==> src/rtl/mips_pkg.sv <==
// Shared definitions for the MIPS datapath: opcode constants, the fetch FSM
// state encoding and the canonical NOP word.
package mips_pkg;

    localparam logic [5:0] OP_RTYPE = 6'b000000;
    localparam logic [5:0] OP_LW    = 6'b100011;
    localparam logic [5:0] OP_SW    = 6'b101011;
    localparam logic [5:0] OP_BEQ   = 6'b000100;
    localparam logic [5:0] OP_ADDI  = 6'b001000;
    localparam logic [5:0] OP_ORI   = 6'b001101;
    localparam logic [5:0] OP_J     = 6'b000010;

    localparam logic [31:0] NOP_WORD = 32'h0000_0000;

    typedef enum logic [1:0] {
        ST_IDLE  = 2'd0,
        ST_FETCH = 2'd1,
        ST_WAIT  = 2'd2,
        ST_HOLD  = 2'd3
    } fetch_state_e;

    function automatic logic [5:0] opcode_of(input logic [31:0] word);
        return word[31:26];
    endfunction

endpackage

==> src/rtl/instr_fetch_unit_next_pc_calc.sv <==
// Next-PC selection for the held instruction: jump target, taken beq, or
// sequential. Purely combinational so a pipelined variant can reuse it.
module next_pc_calc #(
    parameter int ADDR_W = 32
) (
    input  logic [ADDR_W-1:0] pc_plus4,
    input  logic [31:0]       instr,
    input  logic              branch,
    input  logic              zero,
    input  logic              jump,
    output logic [ADDR_W-1:0] next_pc
);

    logic [ADDR_W-1:0] branch_off;
    logic [ADDR_W-1:0] jump_target;
    logic              unused_opcode_bits;

    // Word offset, sign-extended and scaled by 4.
    assign branch_off  = {{(ADDR_W-18){instr[15]}}, instr[15:0], 2'b00};
    assign jump_target = {pc_plus4[ADDR_W-1:28], instr[25:0], 2'b00};

    assign unused_opcode_bits = ^instr[31:26];

    always_comb begin
        next_pc = pc_plus4;
        if (jump) begin
            next_pc = jump_target;
        end else if (branch && zero) begin
            next_pc = pc_plus4 + branch_off;
        end
    end

endmodule

==> src/rtl/instr_fetch_unit.sv <==
// Fetch stage: owns the PC, fetches one word at a time from instruction
// memory, holds it for the control unit and advances the PC on consume.
module instr_fetch_unit
    import mips_pkg::*;
#(
    parameter int                ADDR_W   = 32,
    parameter logic [ADDR_W-1:0] RESET_PC = '0
) (
    input  logic              clk,
    input  logic              rst_n,
    output logic              imem_req,
    output logic [ADDR_W-1:0] imem_addr,
    input  logic              imem_ready,
    input  logic              imem_rvalid,
    input  logic [31:0]       imem_rdata,
    input  logic              stall,
    input  logic              branch,
    input  logic              zero,
    input  logic              jump,
    output logic [31:0]       instr,
    output logic [5:0]        opcode,
    output logic [ADDR_W-1:0] pc,
    output logic [ADDR_W-1:0] pc_plus4,
    output logic              instr_valid,
    output logic [31:0]       instr_count
);

    // Handshakes: a request is accepted on any cycle where imem_req and
    // imem_ready are both high; read data is taken only on an imem_rvalid
    // cycle in FETCH (with imem_ready) or WAIT. The held word is consumed on
    // any cycle where instr_valid is high and stall is low.

    fetch_state_e      state;
    fetch_state_e      state_next;
    logic              load_instr;
    logic              consume;
    logic [ADDR_W-1:0] next_pc;

    always_ff @(posedge clk or negedge rst_n) begin
        if (!rst_n) begin
            state <= ST_IDLE;
        end else begin
            state <= state_next;
        end
    end

    always_comb begin
        state_next  = state;
        imem_req    = 1'b0;
        instr_valid = 1'b0;
        load_instr  = 1'b0;
        consume     = 1'b0;
        case (state)
            ST_IDLE: begin
                state_next = ST_FETCH;
            end
            ST_FETCH: begin
                imem_req = 1'b1;
                if (imem_ready) begin
                    if (imem_rvalid) begin
                        load_instr = 1'b1;
                        state_next = ST_HOLD;
                    end else begin
                        state_next = ST_WAIT;
                    end
                end
            end
            ST_WAIT: begin
                if (imem_rvalid) begin
                    load_instr = 1'b1;
                    state_next = ST_HOLD;
                end
            end
            ST_HOLD: begin
                instr_valid = 1'b1;
                if (!stall) begin
                    consume    = 1'b1;
                    state_next = ST_FETCH;
                end
            end
            default: begin
                state_next = ST_IDLE;
            end
        endcase
    end

    // Low address bits are forced to zero so a misaligned RESET_PC can never
    // reach the memory bus; every later PC stays aligned by construction.
    always_ff @(posedge clk or negedge rst_n) begin
        if (!rst_n) begin
            pc          <= {RESET_PC[ADDR_W-1:2], 2'b00};
            instr       <= NOP_WORD;
            instr_count <= '0;
        end else begin
            if (load_instr) begin
                instr <= imem_rdata;
            end
            if (consume) begin
                pc          <= next_pc;
                instr_count <= instr_count + 32'd1;
            end
        end
    end

    assign imem_addr = pc;
    assign pc_plus4  = pc + ADDR_W'(4);
    assign opcode    = opcode_of(instr);

    next_pc_calc #(
        .ADDR_W (ADDR_W)
    ) u_next_pc_calc (
        .pc_plus4 (pc_plus4),
        .instr    (instr),
        .branch   (branch),
        .zero     (zero),
        .jump     (jump),
        .next_pc  (next_pc)
    );

endmodule

==> config.mk <==
export PLATFORM = sky130hd
export DESIGN_NAME = instr_fetch_unit
export DESIGN_NICKNAME = d
export VERILOG_FILES = /design/src/rtl/mips_pkg.sv /design/src/rtl/instr_fetch_unit_next_pc_calc.sv /design/src/rtl/instr_fetch_unit.sv
export SDC_FILE = /design/constraint.sdc
export NUM_CORES = 1
export LEC_CHECK = 0
export ABC_AREA = 1
export ABC_CLOCK_PERIOD_IN_PS = 6690
export CAP_MARGIN = 20
export CORE_MARGIN = 2
export CORE_UTILIZATION = 55
export CTS_CLUSTER_SIZE = 16
export DETAILED_ROUTE_END_ITERATION = 7
export PLACE_DENSITY = 0.86
export SLEW_MARGIN = 25
export SYNTH_ARGS = -nofsm -noshare
export SYNTH_HDL_FRONTEND = slang
export SYNTH_SLANG_ARGS = --single-unit
==> constraint.sdc <==
create_clock -name clk -period 6.69 [get_ports clk]
set_input_delay 1.338 -clock clk [delete_from_list [all_inputs] [get_ports clk]]
set_output_delay 1.338 -clock clk [all_outputs]
set_load 0.05 [all_outputs]
==> impl_results.html <==
<table>
<tr><th>Metric</th><th>Value</th></tr>
<tr><th colspan="2">Synthesis</th></tr>
<tr><td>Fraction of the yosys area taken by sequential cells</td><td>28.7%</td></tr>
<tr><td>Post-synth cell types</td><td>between 40 and 50</td></tr>
<tr><td>Simple logic cell fraction of the synthesized area</td><td>a little under two fifths</td></tr>
<tr><td>Fraction of the mapped netlist area in compound gates</td><td>under 10%</td></tr>
<tr><td>Fraction of the mapped netlist area in adder cells</td><td>under 10%</td></tr>
<tr><td>Synthesized instance count</td><td>around 1300</td></tr>
<tr><td>Fraction of post-synthesis cell area in the top cell type by area</td><td>between 20 and 30%</td></tr>
<tr><td>Mux contribution to synthesized area</td><td>3.09%</td></tr>
<tr><td>Cell area after synthesis</td><td>between 8000 and 9000 µm²</td></tr>
<tr><td>Largest family of logic cells by synthesized area</td><td>simple AND/OR/NAND/NOR gates</td></tr>
<tr><td>Ranking of synthesized cells by area</td><td>dfrtp_1, nand2_1, inv_1, ha_1, nor2_1</td></tr>
<tr><td>Syn_area_per_cell</td><td>between 6 and 7 µm²</td></tr>
<tr><td>Number of synthesized register bits</td><td>96</td></tr>
<tr><td>Synth Area in XOR/XNOR</td><td>around 4.6%</td></tr>
<tr><td>Post-synth top area cell</td><td>dfrtp_1</td></tr>
<tr><td>Syn. warnings</td><td>0</td></tr>
<tr><th colspan="2">Detailed routing</th></tr>
<tr><td>Final routed DRC violation total</td><td>0</td></tr>
<tr><td>Final routed wirelength across all metal layers</td><td>roughly 28 mm</td></tr>
<tr><td>ANT nets after route</td><td>0</td></tr>
<tr><td>Via Count</td><td>about 9000</td></tr>
<tr><td>First-pass iteration count of the detailed router</td><td>5</td></tr>
<tr><td>Vias per cell</td><td>between 5 and 6</td></tr>
<tr><td>DRC marker count from the first detailed-route iteration</td><td>between 600 and 700</td></tr>
<tr><td>Average wire per cell in the routed design</td><td>around 17 µm</td></tr>
<tr><th colspan="2">Place</th></tr>
<tr><td>Gpl congestion</td><td>~1</td></tr>
<tr><td>Input/output buffers</td><td>between 200 and 250</td></tr>
<tr><td>Post-DP HPWL</td><td>around 22 mm</td></tr>
<tr><td>Area post-placement</td><td>between 10000 and 15000 µm²</td></tr>
<tr><th colspan="2">Worst setup path</th></tr>
<tr><td>Worst Setup Path Type</td><td>register to primary output</td></tr>
<tr><td>Maximum fanout along the worst path</td><td>7</td></tr>
<tr><td>Required time at the endpoint of the critical path</td><td>approximately 5400 ps</td></tr>
<tr><td>Kind of start point of the critical path</td><td>register</td></tr>
<tr><td>Origin of the critical flop-to-flop path</td><td>imem_addr[2]</td></tr>
<tr><td>Critical Path Start</td><td>imem_addr[4]</td></tr>
<tr><td>CP Capture Type</td><td>primary output</td></tr>
<tr><td>Reg-to-reg slack, setup</td><td>about 3300 ps</td></tr>
<tr><td>Arr. time, crit path</td><td>2970 ps</td></tr>
<tr><th colspan="2">Timing</th></tr>
<tr><td>Unrepaired setup endpoints after global routing</td><td>false</td></tr>
<tr><td>Max Clock Skew</td><td>10.9 ps</td></tr>
<tr><td>Time the final worst path needs with I/O delays and setup</td><td>4310 ps</td></tr>
<tr><td>Post-route worst hold slack</td><td>between 500 and 600 ps</td></tr>
<tr><td>Final worst path period share</td><td>between 60% and 70%</td></tr>
<tr><td>Slew at the pin closest to its max-slew limit</td><td>approximately 1100 ps</td></tr>
<tr><td>Slew HR</td><td>29.5%</td></tr>
<tr><td>Setup TNS</td><td>0 ps</td></tr>
<tr><td>Final setup viols</td><td>0</td></tr>
<tr><td>Final hold vios</td><td>0</td></tr>
<tr><td>Timing-limited maximum frequency</td><td>232 MHz</td></tr>
<tr><td>Number of slew-limit violations in the final report</td><td>0</td></tr>
<tr><th colspan="2">CTS</th></tr>
<tr><td>H-tree depth</td><td>3</td></tr>
<tr><td>Clock buffers created by TritonCTS</td><td>9</td></tr>
<tr><td>Clock tree from TritonCTS</td><td>yes</td></tr>
<tr><td>CTS max path bufs</td><td>2</td></tr>
<tr><td>Clock Root Buffer</td><td>clkbuf_16</td></tr>
<tr><td>Latest clock arrival within the worst-skew pair</td><td>340 ps</td></tr>
<tr><td>Post-CTS Setup Bufs</td><td>0</td></tr>
<tr><td>Clock-pin slew reported for the worst setup and hold paths after clock tree synthesis</td><td>about 70 ps</td></tr>
<tr><td>Post-cts gate resize count</td><td>0</td></tr>
<tr><td>CTS Hold Bufs</td><td>0</td></tr>
<tr><td>Number of clock sinks seen by CTS</td><td>96</td></tr>
<tr><th colspan="2">Job</th></tr>
<tr><td>Maxcap violations</td><td>0</td></tr>
<tr><th colspan="2">Finish</th></tr>
<tr><td>Non-Filler Cell Area, Final</td><td>10600 µm²</td></tr>
<tr><td>Diodes inserted</td><td>0</td></tr>
<tr><td>Total Nets Final</td><td>1532</td></tr>
<tr><td>Layout overhead on the synthesized area</td><td>26.1%</td></tr>
<tr><td>Layout cell share with drive strength beyond 1</td><td>roughly 4.9%</td></tr>
<tr><th colspan="2">Die</th></tr>
<tr><td>I/O pin cnt</td><td>roughly 210</td></tr>
<tr><td>Floorplan die width</td><td>127 µm</td></tr>
<tr><td>Overall die height</td><td>approximately 130 µm</td></tr>
<tr><td>Core outline area</td><td>about 15000 µm²</td></tr>
<tr><td>Rows</td><td>45</td></tr>
<tr><td>Die Area</td><td>roughly 16000 µm²</td></tr>
<tr><td>Initial standard-cell utilization of the core</td><td>approximately 56%</td></tr>
<tr><th colspan="2">Global routing</th></tr>
<tr><td>Number of global-route vias before repair</td><td>around 8300</td></tr>
<tr><td>Pin count of the biggest net entering global routing</td><td>57</td></tr>
<tr><td>Wire length of the first global-routing pass</td><td>roughly 44 mm</td></tr>
<tr><td>Global-route usage over all layers</td><td>34.2%</td></tr>
<tr><td>Initial antenna violation count</td><td>0</td></tr>
<tr><td>Overflow left after global routing</td><td>0</td></tr>
<tr><th colspan="2">Status</th></tr>
<tr><td>Result of the run</td><td>completed</td></tr>
<tr><th colspan="2">Worst hold path</th></tr>
<tr><td>Startpoint of the most critical hold path</td><td>instr_count[7]</td></tr>
<tr><td>Tightest Hold Check Type</td><td>register to register</td></tr>
</table>
registers in the layout, summed over array words and instances, names as in the netlist:
| signal | count |
|---|---|
| instr_count | 32 |
| instr | 32 |
| state | 2 |
| imem_addr | 30 |
per-layer routing:
metal	share of wire, %	GRT usage (%)	vias to the layer above
li1	-	-	4315
met1	43	46.0	4053
met2	49	60.3	352
met3	6.4	4.02	27
met4	1.4	6.08	0
met5	0	0	-
cell type report:
cell class,instances,area (µm²)
clock buffers,9,225
clock inverters,7,61.3
fillers,1310,4480
inverters,196,736
multi-input cells,941,4850
flip-flops and latches,96,2400
well taps,188,235
repair buffers,206,2050
critical path, cell delays in order (launching register included):
cell and delay (ps):
dfrtp_1 500, nand3_2 160, inv_1 160, nand2_1 120, inv_1 140, nand2_1 100, nor2_1 120, xor2_1 440
clkdlybuf4s50_1 900
cell usage after synthesis (all sizes together):
master	count
nand2	441
nand3	74
nor2	135
o22ai	1
nor3b	4
o21bai	2
nor4	5
ha	41
nor3	24
conb	1
mux2	23
o211ai	4
nand3b	6
clkinv	1
xnor2	7
buf	47
a21boi	3
a21oi	61
or3b	1
a21o	3
dfrtp	96
nand4	21
or2	5
and2	1
inv	195
xor2	37
o21ai	32
clkbuf	17
and3	1
fa	1
a22oi	2
logic make-up after synthesis:
group           count (synthesis)
compound gates                108
flops                          96
simple gates                  718
mux                            23
buf+inv                       260
xor+xnor                       44
fa+ha+maj                      42
other cells                     1
worst paths after layout:
kind                                   to  depth (start not counted)
setup / recovery             pc_plus4[19]                          8
hold / removal             instr_count[7]                          1
setup reg to reg            imem_addr[10]                         15
hold reg to reg            instr_count[7]                          1
max in group asynchronous   imem_addr[21]                          2
min in group asynchronous        instr[9]                          1
through the flow:
step	utilization, %	instances	setup slack (ps)
after CTS	70.2	1643	2430
after global placement	68.3	1627	2870
after global routing	70.2	1643	2220
after detailed placement	68.3	1627	2770
after floorplan	-	1297	3050
final	70.2	1643	2380
layout by cell type, fill, tap and decap left out, types with 2 or more instances in the layout:
| master | n |
|---|---|
| a21boi_0 | 3 |
| a21o_1 | 3 |
| a21oi_1 | 61 |
| a22oi_1 | 2 |
| buf_4 | 6 |
| clkbuf_16 | 9 |
| clkdlybuf4s50_1 | 200 |
| clkinv_1 | 2 |
| conb_1 | 6 |
| dfrtp_1 | 96 |
| ha_1 | 41 |
| inv_1 | 193 |
| inv_6 | 2 |
| inv_8 | 2 |
| mux2_2 | 22 |
| nand2_1 | 433 |
| nand2_2 | 6 |
| nand2_4 | 2 |
| nand3_1 | 73 |
| nand3b_1 | 6 |
| nand4_1 | 21 |
| nor2_1 | 129 |
| nor2_2 | 2 |
| nor2_4 | 4 |
| nor3_1 | 19 |
| nor3_2 | 2 |
| nor3_4 | 3 |
| nor3b_1 | 4 |
| nor4_1 | 4 |
| o211ai_1 | 4 |
| o21ai_0 | 31 |
| o21bai_1 | 2 |
| or2_2 | 5 |
| xnor2_1 | 7 |
| xor2_1 | 37 |
Power is not shown: default switching activity piles up to over one toggle a cycle in this logic, so the estimate is an artifact.
